## src/rtl/reg_file_sb.sv

```systemverilog
// Multi-read-port register file with a pending-write scoreboard and a sequenced bulk-clear sweep.
// Define REG_FILE_SB_BYPASS_EN to forward same-cycle writeback data to matching read ports.
module reg_file_sb #(
  parameter int DATA_W  = 32,
  parameter int ADDR_W  = 5,
  parameter int NRD     = 2,
  parameter int R0_ZERO = 1
) (
  input  logic                    clk,
  input  logic                    rst,
  input  logic [NRD*ADDR_W-1:0]   rd_addr,
  output logic [NRD*DATA_W-1:0]   rd_data,
  output logic [NRD-1:0]          rd_busy,
  input  logic                    wr_en,
  input  logic [ADDR_W-1:0]       wr_addr,
  input  logic [DATA_W-1:0]       wr_data,
  input  logic                    claim_en,
  input  logic [ADDR_W-1:0]       claim_addr,
  input  logic                    clr_req,
  output logic                    clr_busy
);

  localparam int DEPTH = 2**ADDR_W;

  typedef enum logic {IDLE, CLEAR} state_t;

  state_t              state, state_nxt;
  logic [ADDR_W-1:0]   cnt, cnt_nxt;
  logic [DATA_W-1:0]   mem [DEPTH];
  logic [DEPTH-1:0]    sb;
  logic                wr_ok;
  logic                claim_ok;

  // Register 0 is hardwired when R0_ZERO is set, so its writes and claims are dropped.
  assign wr_ok    = wr_en && (state == IDLE) && !((R0_ZERO != 0) && (wr_addr == '0));
  assign claim_ok = claim_en && (state == IDLE) && !((R0_ZERO != 0) && (claim_addr == '0));
  assign clr_busy = (state == CLEAR);

  always_ff @(posedge clk or posedge rst) begin
    if (rst) begin
      state <= IDLE;
      cnt   <= '0;
    end else begin
      state <= state_nxt;
      cnt   <= cnt_nxt;
    end
  end

  always_comb begin
    state_nxt = state;
    cnt_nxt   = cnt;
    case (state)
      IDLE: begin
        if (clr_req) begin
          state_nxt = CLEAR;
          cnt_nxt   = '0;
        end
      end
      CLEAR: begin
        cnt_nxt = cnt + 1'b1;
        if (cnt == {ADDR_W{1'b1}}) state_nxt = IDLE;
      end
      default: state_nxt = IDLE;
    endcase
  end

  // The claim is applied after the write so a same-address claim leaves the entry pending.
  always_ff @(posedge clk or posedge rst) begin
    if (rst) begin
      for (int i = 0; i < DEPTH; i++) mem[i] <= '0;
      sb <= '0;
    end else if (state == CLEAR) begin
      mem[cnt] <= '0;
      sb[cnt]  <= 1'b0;
    end else begin
      if (wr_ok) begin
        mem[wr_addr] <= wr_data;
        sb[wr_addr]  <= 1'b0;
      end
      if (claim_ok) sb[claim_addr] <= 1'b1;
    end
  end

  for (genvar k = 0; k < NRD; k++) begin : g_rd
    logic [ADDR_W-1:0] a;
    logic              r0;
    assign a  = rd_addr[k*ADDR_W +: ADDR_W];
    assign r0 = (R0_ZERO != 0) && (a == '0);
`ifdef REG_FILE_SB_BYPASS_EN
    logic fwd;
    assign fwd = wr_ok && (a == wr_addr);
    assign rd_data[k*DATA_W +: DATA_W] = r0 ? '0 : (fwd ? wr_data : mem[a]);
    assign rd_busy[k] = r0 ? 1'b0 : (fwd ? (claim_ok && (claim_addr == wr_addr)) : sb[a]);
`else
    assign rd_data[k*DATA_W +: DATA_W] = r0 ? '0 : mem[a];
    assign rd_busy[k] = r0 ? 1'b0 : sb[a];
`endif
  end

endmodule

```

## config.mk

```make
export PLATFORM = sky130hd
export DESIGN_NAME = reg_file_sb
export DESIGN_NICKNAME = d
export VERILOG_FILES = /design/src/rtl/reg_file_sb.sv
export SDC_FILE = /design/constraint.sdc
export NUM_CORES = 2
export LEC_CHECK = 0
export BUFFER_PORTS_ARGS = -buffer_cell sky130_fd_sc_hd__buf_2
export CAP_MARGIN = 0
export CORE_UTILIZATION = 40
export CTS_CLUSTER_SIZE = 10
export DETAILED_ROUTE_END_ITERATION = 10
export GPL_TIMING_DRIVEN = 0
export HOLD_SLACK_MARGIN = 0.03
export PLACE_DENSITY = 0.66
export RECOVER_POWER = 100
export SETUP_SLACK_MARGIN = 0.3
export SLEW_MARGIN = 20
export SYNTH_ARGS = -nofsm -noshare
export SYNTH_HDL_FRONTEND = slang
export SYNTH_SLANG_ARGS = --single-unit
```

## constraint.sdc

```tcl
create_clock -name clk -period 93.9 [get_ports clk]
set_input_delay 18.78 -clock clk [delete_from_list [all_inputs] [get_ports clk]]
set_output_delay 18.78 -clock clk [all_outputs]
set_load 0.03 [all_outputs]
```

After elaboration in Yosys (flattened, before gate mapping)

Index checks and enable logic that the tools add are counted.

Output and inout port bits: 67
Word-level logic and storage cells: 116
Bits in registers: 1,062
Bits of input ports: 57

Order comparisons: 14
Multiplexer cells: 36
Reduce and logical (&&, ||, !) cells: 16
$add $sub $neg: 1
Equal/unequal tests: 2
Bitwise gates (word level): 12

Operators with widths:

| operator                                                          | number |
|---|---|
| two-way mux 1024 bit                                              | 2 |
| bitwise AND 1024 bit                                              | 1 |
| bitwise mux 1024 bit                                              | 1 |
| inverter 1024 bit                                                 | 1 |
| two-way mux 32 bit                                                | 12 |
| binary-select mux 32 bit (select 5 bit)                           | 2 |
| demux 32 bit (select 5 bit)                                       | 2 |
| bitwise AND 32 bit                                                | 2 |
| inverter 32 bit                                                   | 2 |
| OR 32 bit                                                         | 1 |
| less-than comparator 5 x 6 -> 1 bit, second input constant        | 5 |
| greater-or-equal comparator 6 bit, second input constant          | 4 |
| inverter 5 -> 6 bit                                               | 4 |
| logical NOT 5 bit                                                 | 4 |
| demux 1 bit (select 5 bit)                                        | 3 |
| greater-or-equal comparator 5 x 1 -> 1 bit, second input constant | 3 |
| less-than comparator 6 x 1 -> 1 bit, second input constant        | 2 |
| binary-select mux 1 bit (select 5 bit)                            | 2 |
| one-hot mux 5 bit (2 select lines)                                | 1 |
| logical AND 1 bit                                                 | 9 |
| two-way mux 1 bit                                                 | 9 |
| adder 5 x 1 -> 5 bit, second input constant                       | 1 |
| equality test 5 bit, second input constant                        | 1 |
| two-way mux 5 bit                                                 | 1 |
| other kinds (5)                                                   | 6 |

Longest topological paths before layout

Depth in word-level cells: 11
Gate-level depth with buffers: 8

Worst setup path after synthesis

OpenSTA, ideal clock, no wires.

Path kind: input port to output port
From: input port rd_addr[7]
To: output port rd_data[33]
Cell stages on the path: 7
Slack: 54.330 ns
Required time: 75.120 ns
Arrival time: 20.790 ns
Path buffers: 5
Cell sequence: buf_2 -> buf_4 -> buf_4 -> buf_2 -> clkbuf_1 -> a211oi_1 -> a311oi_1

Longest elaborated chain between the ends: 5
Elaborated cells on any way between the ends: 6
Those cells by class: 4 x mux; 1 x bitwise; 1 x reduce/logical

Ends and longest elaborated chain:

| what                                                   | line | source |
|---|---|---|
| start, declared                                        | 11   | `input logic [NRD*ADDR_W-1:0] rd_addr,` |
| inverter 5 -> 6 bit (not written as such)              | 95   | `assign rd_data[k*DATA_W +: DATA_W] = r0 ? '0 : mem[a];` |
| binary-select mux 32 bit (select 5 bit)                | 95   |  |
| two-way mux 32 bit (not written as such) (2 in series) | 95   |  |
| two-way mux 32 bit *                                   | 95   |  |
| end, declared                                          | 12   | `output logic [NRD*DATA_W-1:0] rd_data,` |

Every way passes the cells marked *; elsewhere a longest branch is shown, timed or not. The select of a mux whose other input is x is not followed.

Worst setup path in the final report

From: input port rd_addr[2]
To: output port rd_data[12]

Same word-level chain as after synthesis.

==> out/metrics.sh <==
CTS_HOLD_REPAIR.BUFFERS=0
AVGVIACOUNTPERCELL=7.46
TIGHTESTPINTRANSITION_NS=5.52
CPMOSTUSEDCELL='sky130_fd_sc_hd__clkbuf_1'
CTS_MADE_BUFFERS=120
GRT_ANTENNA_BEFORE_REPAIR=15
ROOT_BUFFER='sky130_fd_sc_hd__clkbuf_16'
GRT_USE_MET3_PCT=17.8
CRITICAL_PATH.MAX_STAGE_DELAY_NS=1.48
WORST_PATH_DOMINANT_CELL_FAMILY='buffers and inverters'
CTS_POST_SETUP_BUFFERS_INSERTED=0
CTS_SINKS=1062
SYNTH_TOP_FAMILY_BY_AREA='multiplexers'
MAX_CLOCK_FREQ_MHz=22.3
FINAL.FILL_COUNT=12200
DRV.MAX_CAP_VIOLATION_COUNT=22
RRSETUPSLACK_NS=88.76
SYNTH_EDF_COUNT=0
CRITICAL_PATH.REG2REG.STARTPOINT='clr_busy'
FIRSTDRTPASSITERS=6
SYNTHDISTINCTLIBCELLS=50
WORST_SETUP_HOLD_PATH_CLK_SLEW_NS=0.05
TOP_USAGE_LAYER='met2'
CRITICAL-PATH-SLOWEST-CELL='sky130_fd_sc_hd__clkbuf_1'
DESIGN.CORE.AREA_SQ_UM=136000
AREA_TAKEN_BY_MULTI_INPUT_LOGIC_GATES_SQ_UM=26100
GR-USAGE-MET1_PCT=45.3
SYNTH_SIMPLE_GATE_AREA_SHARE_PCT=2.99
TOTAL_NUMBER_OF_VIAS=45200
YS.FLOP_TYPE='sky130_fd_sc_hd__dfrtp_1'
DRIVE_ABOVE_1_SHARE_PCT=20.8
CLOCK_LATENCY_NS=0.76
CP_NUM_BUF_INV=6
RESIZED_GATES_AFTER_CTS=0
TIMING.CRITICAL_PATH.FROM_TYPE='input port'
SYNTHCELLS=4003
POST_LAYOUT_NONFILLER_INSTANCES=6066
GLOBAL_ROUTE_WIRE_LENGTH_BEFORE_REPAIR_MICRONS=353000
GLOBALROUTEMET2UTIL_PCT=49.6
DPL_WORST_SLACK_NS=52.01
MUXSHAREOFSYNTHAREA_PCT=22.7
CTS_HTREE_LEVELS=3
START_UTIL_PCT=40.4
DP_HPWL_MICRONS=182000
TRITONCTS='yes'
AVGROUTEDWIREPERCELL_MICRONS=42.1
STD_CELL_ROWS=135
NETLIST_TOP_CELLS_AREA='sky130_fd_sc_hd__dfrtp_1, sky130_fd_sc_hd__mux4_2, sky130_fd_sc_hd__a22o_1'
YOSYSSEQAREASHARE_PCT=48.3
CLOCK_TREE.BUFFER_DEPTH=3
POWER-PER-CELL-AREA_nW_PER_UM2=19.9
YOSYSTOPAREACELL='sky130_fd_sc_hd__dfrtp_1'
CRITICAL_PATH.CELL_CHAIN='clkbuf_1 -> clkbuf_1 -> clkbuf_1 -> clkbuf_1 -> clkbuf_1 -> a211oi_1 -> a311oi_1 -> clkbuf_1'
POSTSYNTHNETCOUNT=4065
SYNTHXORXNORAREAFRAC_PCT=0.0319
YS_FF_LATCH=1062
POSTSYNTH.ASYNCRESETSHARE_PCT=100
PLACED_CELLS_INCL_TAPS=5905
SYNTH_WARN=0
CRIT_START='rd_addr[2]'
NUMBER_OF_GLOBAL_ROUTE_VIAS_BEFORE_REPAIR=44100
FINAL_CORE_UTIL_PCT=44.8
ROUTE.ANTENNA.REMAINING_NETS=0
SYNTH_MOST_COMMON_CELL='sky130_fd_sc_hd__dfrtp_1'
LEAKAGEPOWER_nW=26.4
TIMING.FINAL.SETUP_VIOLATIONS=0
DRCVIOLATIONCOUNT=0
POST_LAYOUT_NET_COUNT=4308
RESULT_OF_THE_RUN='finished, violations left'
INITIALDRTVIOLATIONCOUNT=7322
PERIOD_MINUS_SLACK_NS=44.84
ARRIVAL_NS=26.06
AREA_GROWTH_PCT=10.8
CAPTURE_INSTANCE_OF_THE_WORST_REGISTER_TO_REGISTER_PATH='mem[869]'
TIMING.FINAL.CRIT_SHARE_PCT=47.8
CRIT_PATH_MAX_FANOUT=11
FINAL_MAX_SLEW_VIOL_COUNT=1165
OVERFLOW=0
YS_TOP_CELLS_BY_COUNT='sky130_fd_sc_hd__dfrtp_1, sky130_fd_sc_hd__a22o_1, sky130_fd_sc_hd__mux4_2, sky130_fd_sc_hd__clkbuf_1, sky130_fd_sc_hd__buf_2'
GROUTE.USAGE.OVERALL_PCT=36.2
DIE-WIDTH_MICRONS=373
GRT_MAX_DEGREE=103
PATH_DEPTH=8
SYNTH_FA_HA_AREA_SHARE_PCT=0.114
RSZ0062_AT_GRT='no'
DIE-AREA_SQ_UM=139000
CRIT_PATH_END='rd_data[12]'
DIE_H_MICRONS=373
IO_BUFFER_COUNT=109
SYNTH_TOP_CELL_AREA_SHARE_PCT=48.3
CRITICAL_PATH_END_TYPE='output pin'
SYNTH_COMPOUND_AREA_SHARE_PCT=21.8
WORST_SLACK_NS=49.06
TIMING.FINAL.HOLD_VIOLATIONS=0
REG2REGPATHDEPTH=6
TIMING.CRITICAL_PATH.REQUIRED_NS=75.12
MAXIMUM_VDD_DROP_V=0.0000176
ROUTE.FINAL.WIRE_LENGTH_MICRONS=255000
SEQ_AREA_SQ_UM=26600
HP-CLASS='register to register'
SLEW-LIMIT-HEADROOM_PCT=-268
BOUNDARYPINS=124
GP_ROUTABILITY_CONGESTION=1.04
SYNTH_AREA_SQ_UM=55000
WORSTSETUPPATHTYPE='input port to output pin'
VIOLATIONS='max-capacitance violations, max-slew violations'
FINAL.SETUP_SKEW_NS=0.0373
SYNTHESIS.AREA_PER_INSTANCE_SQ_UM=13.7
FINAL.SETUP.TNS_NS=0
power by group:
group / switching [mW] / internal, mW / total, mW
Combinational: 0.160 / 0.0844 / 0.244
Sequential: 0.0342 / 0.498 / 0.532
Clock: 0.198 / 0.236 / 0.434
Total: 0.392 / 0.818 / 1.21
per-stage QoR:
stage          cell area (sq um)  power, mW  hold slack (ns)
2_1_floorplan              55000      0.676            0.477
3_3_place_gp               57800      0.768            0.489
3_5_place_dp               58100      0.773            0.498
4_1_cts                    61500       1.20            0.517
5_1_grt                    60900       1.23            0.527
6_report                   60900       1.21            0.514
area by class of cell:
type	count	area share [%]
tap	1781	3.66
multi-input combinational	2411	42.8
timing repair buffer	121	0.885
inverter	10	0.0637
sequential	1062	43.6
buffer	520	3.53
clock inverter	10	0.172
antenna	6	0.0246
clock buffer	145	5.28
how the worst min path moves through the flow:
| stage | from | end | cells after the start |
|---|---|---|---|
| after floorplan | mem[1000] | mem[1000] | 1 |
| after global placement | sb[31] | sb[31] | 1 |
| after detailed placement | mem[796] | mem[796] | 1 |
| after CTS | mem[805] | mem[805] | 1 |
| after global routing | mem[781] | mem[781] | 1 |
| final | mem[69] | mem[69] | 1 |
placed cells by master (no fill, tap or decap), types with 78 or more instances in the layout:
| cell | synthesis | routed |
|---|---|---|
| sky130_fd_sc_hd__dfrtp_1 | 1062 | 1062 |
| sky130_fd_sc_hd__a22o_1 | 1002 | 1002 |
| sky130_fd_sc_hd__mux4_2 | 462 | 462 |
| sky130_fd_sc_hd__clkbuf_1 | 341 | 436 |
| sky130_fd_sc_hd__buf_2 | 158 | 183 |
| sky130_fd_sc_hd__mux2i_1 | 133 | 133 |
| sky130_fd_sc_hd__clkbuf_16 | 0 | 121 |
| sky130_fd_sc_hd__nor2b_1 | 109 | 109 |
| sky130_fd_sc_hd__nand2_1 | 87 | 87 |
| sky130_fd_sc_hd__a22oi_1 | 79 | 79 |
| sky130_fd_sc_hd__o21ai_0 | 76 | 78 |
registers in the layout (all words and copies together), names as in the netlist:
signal	count
mem	1024
cnt	5
sb	32
clr_busy	1
metal layers:
| layer | share of wire, % | wire length (microns) | vias up |
|---|---|---|---|
| met5 | 0.072 | 185 | - |
| met4 | 7.4 | 19000 | 16 |
| met3 | 16 | 41500 | 947 |
| met2 | 41 | 105000 | 4202 |
| met1 | 35 | 89800 | 23400 |
| li1 | - | - | 16700 |
logic make-up after synthesis:
family,count (synthesis)
buf+inv,530
flops,1062
compound gates,1455
xor+xnor,2
simple gates,288
fa+ha+maj,5
mux,661
worst reg2reg max path: cells and delay by family (launching register included):
kind	cells	cell delay, ns
and+or+nand+nor	2	2.60
DFF	1	0.50
AOI/OAI and AO/OA	2	1.13
buffers and inverters	2	0.77
No activity file was read; power rests on OpenSTA's default activity.
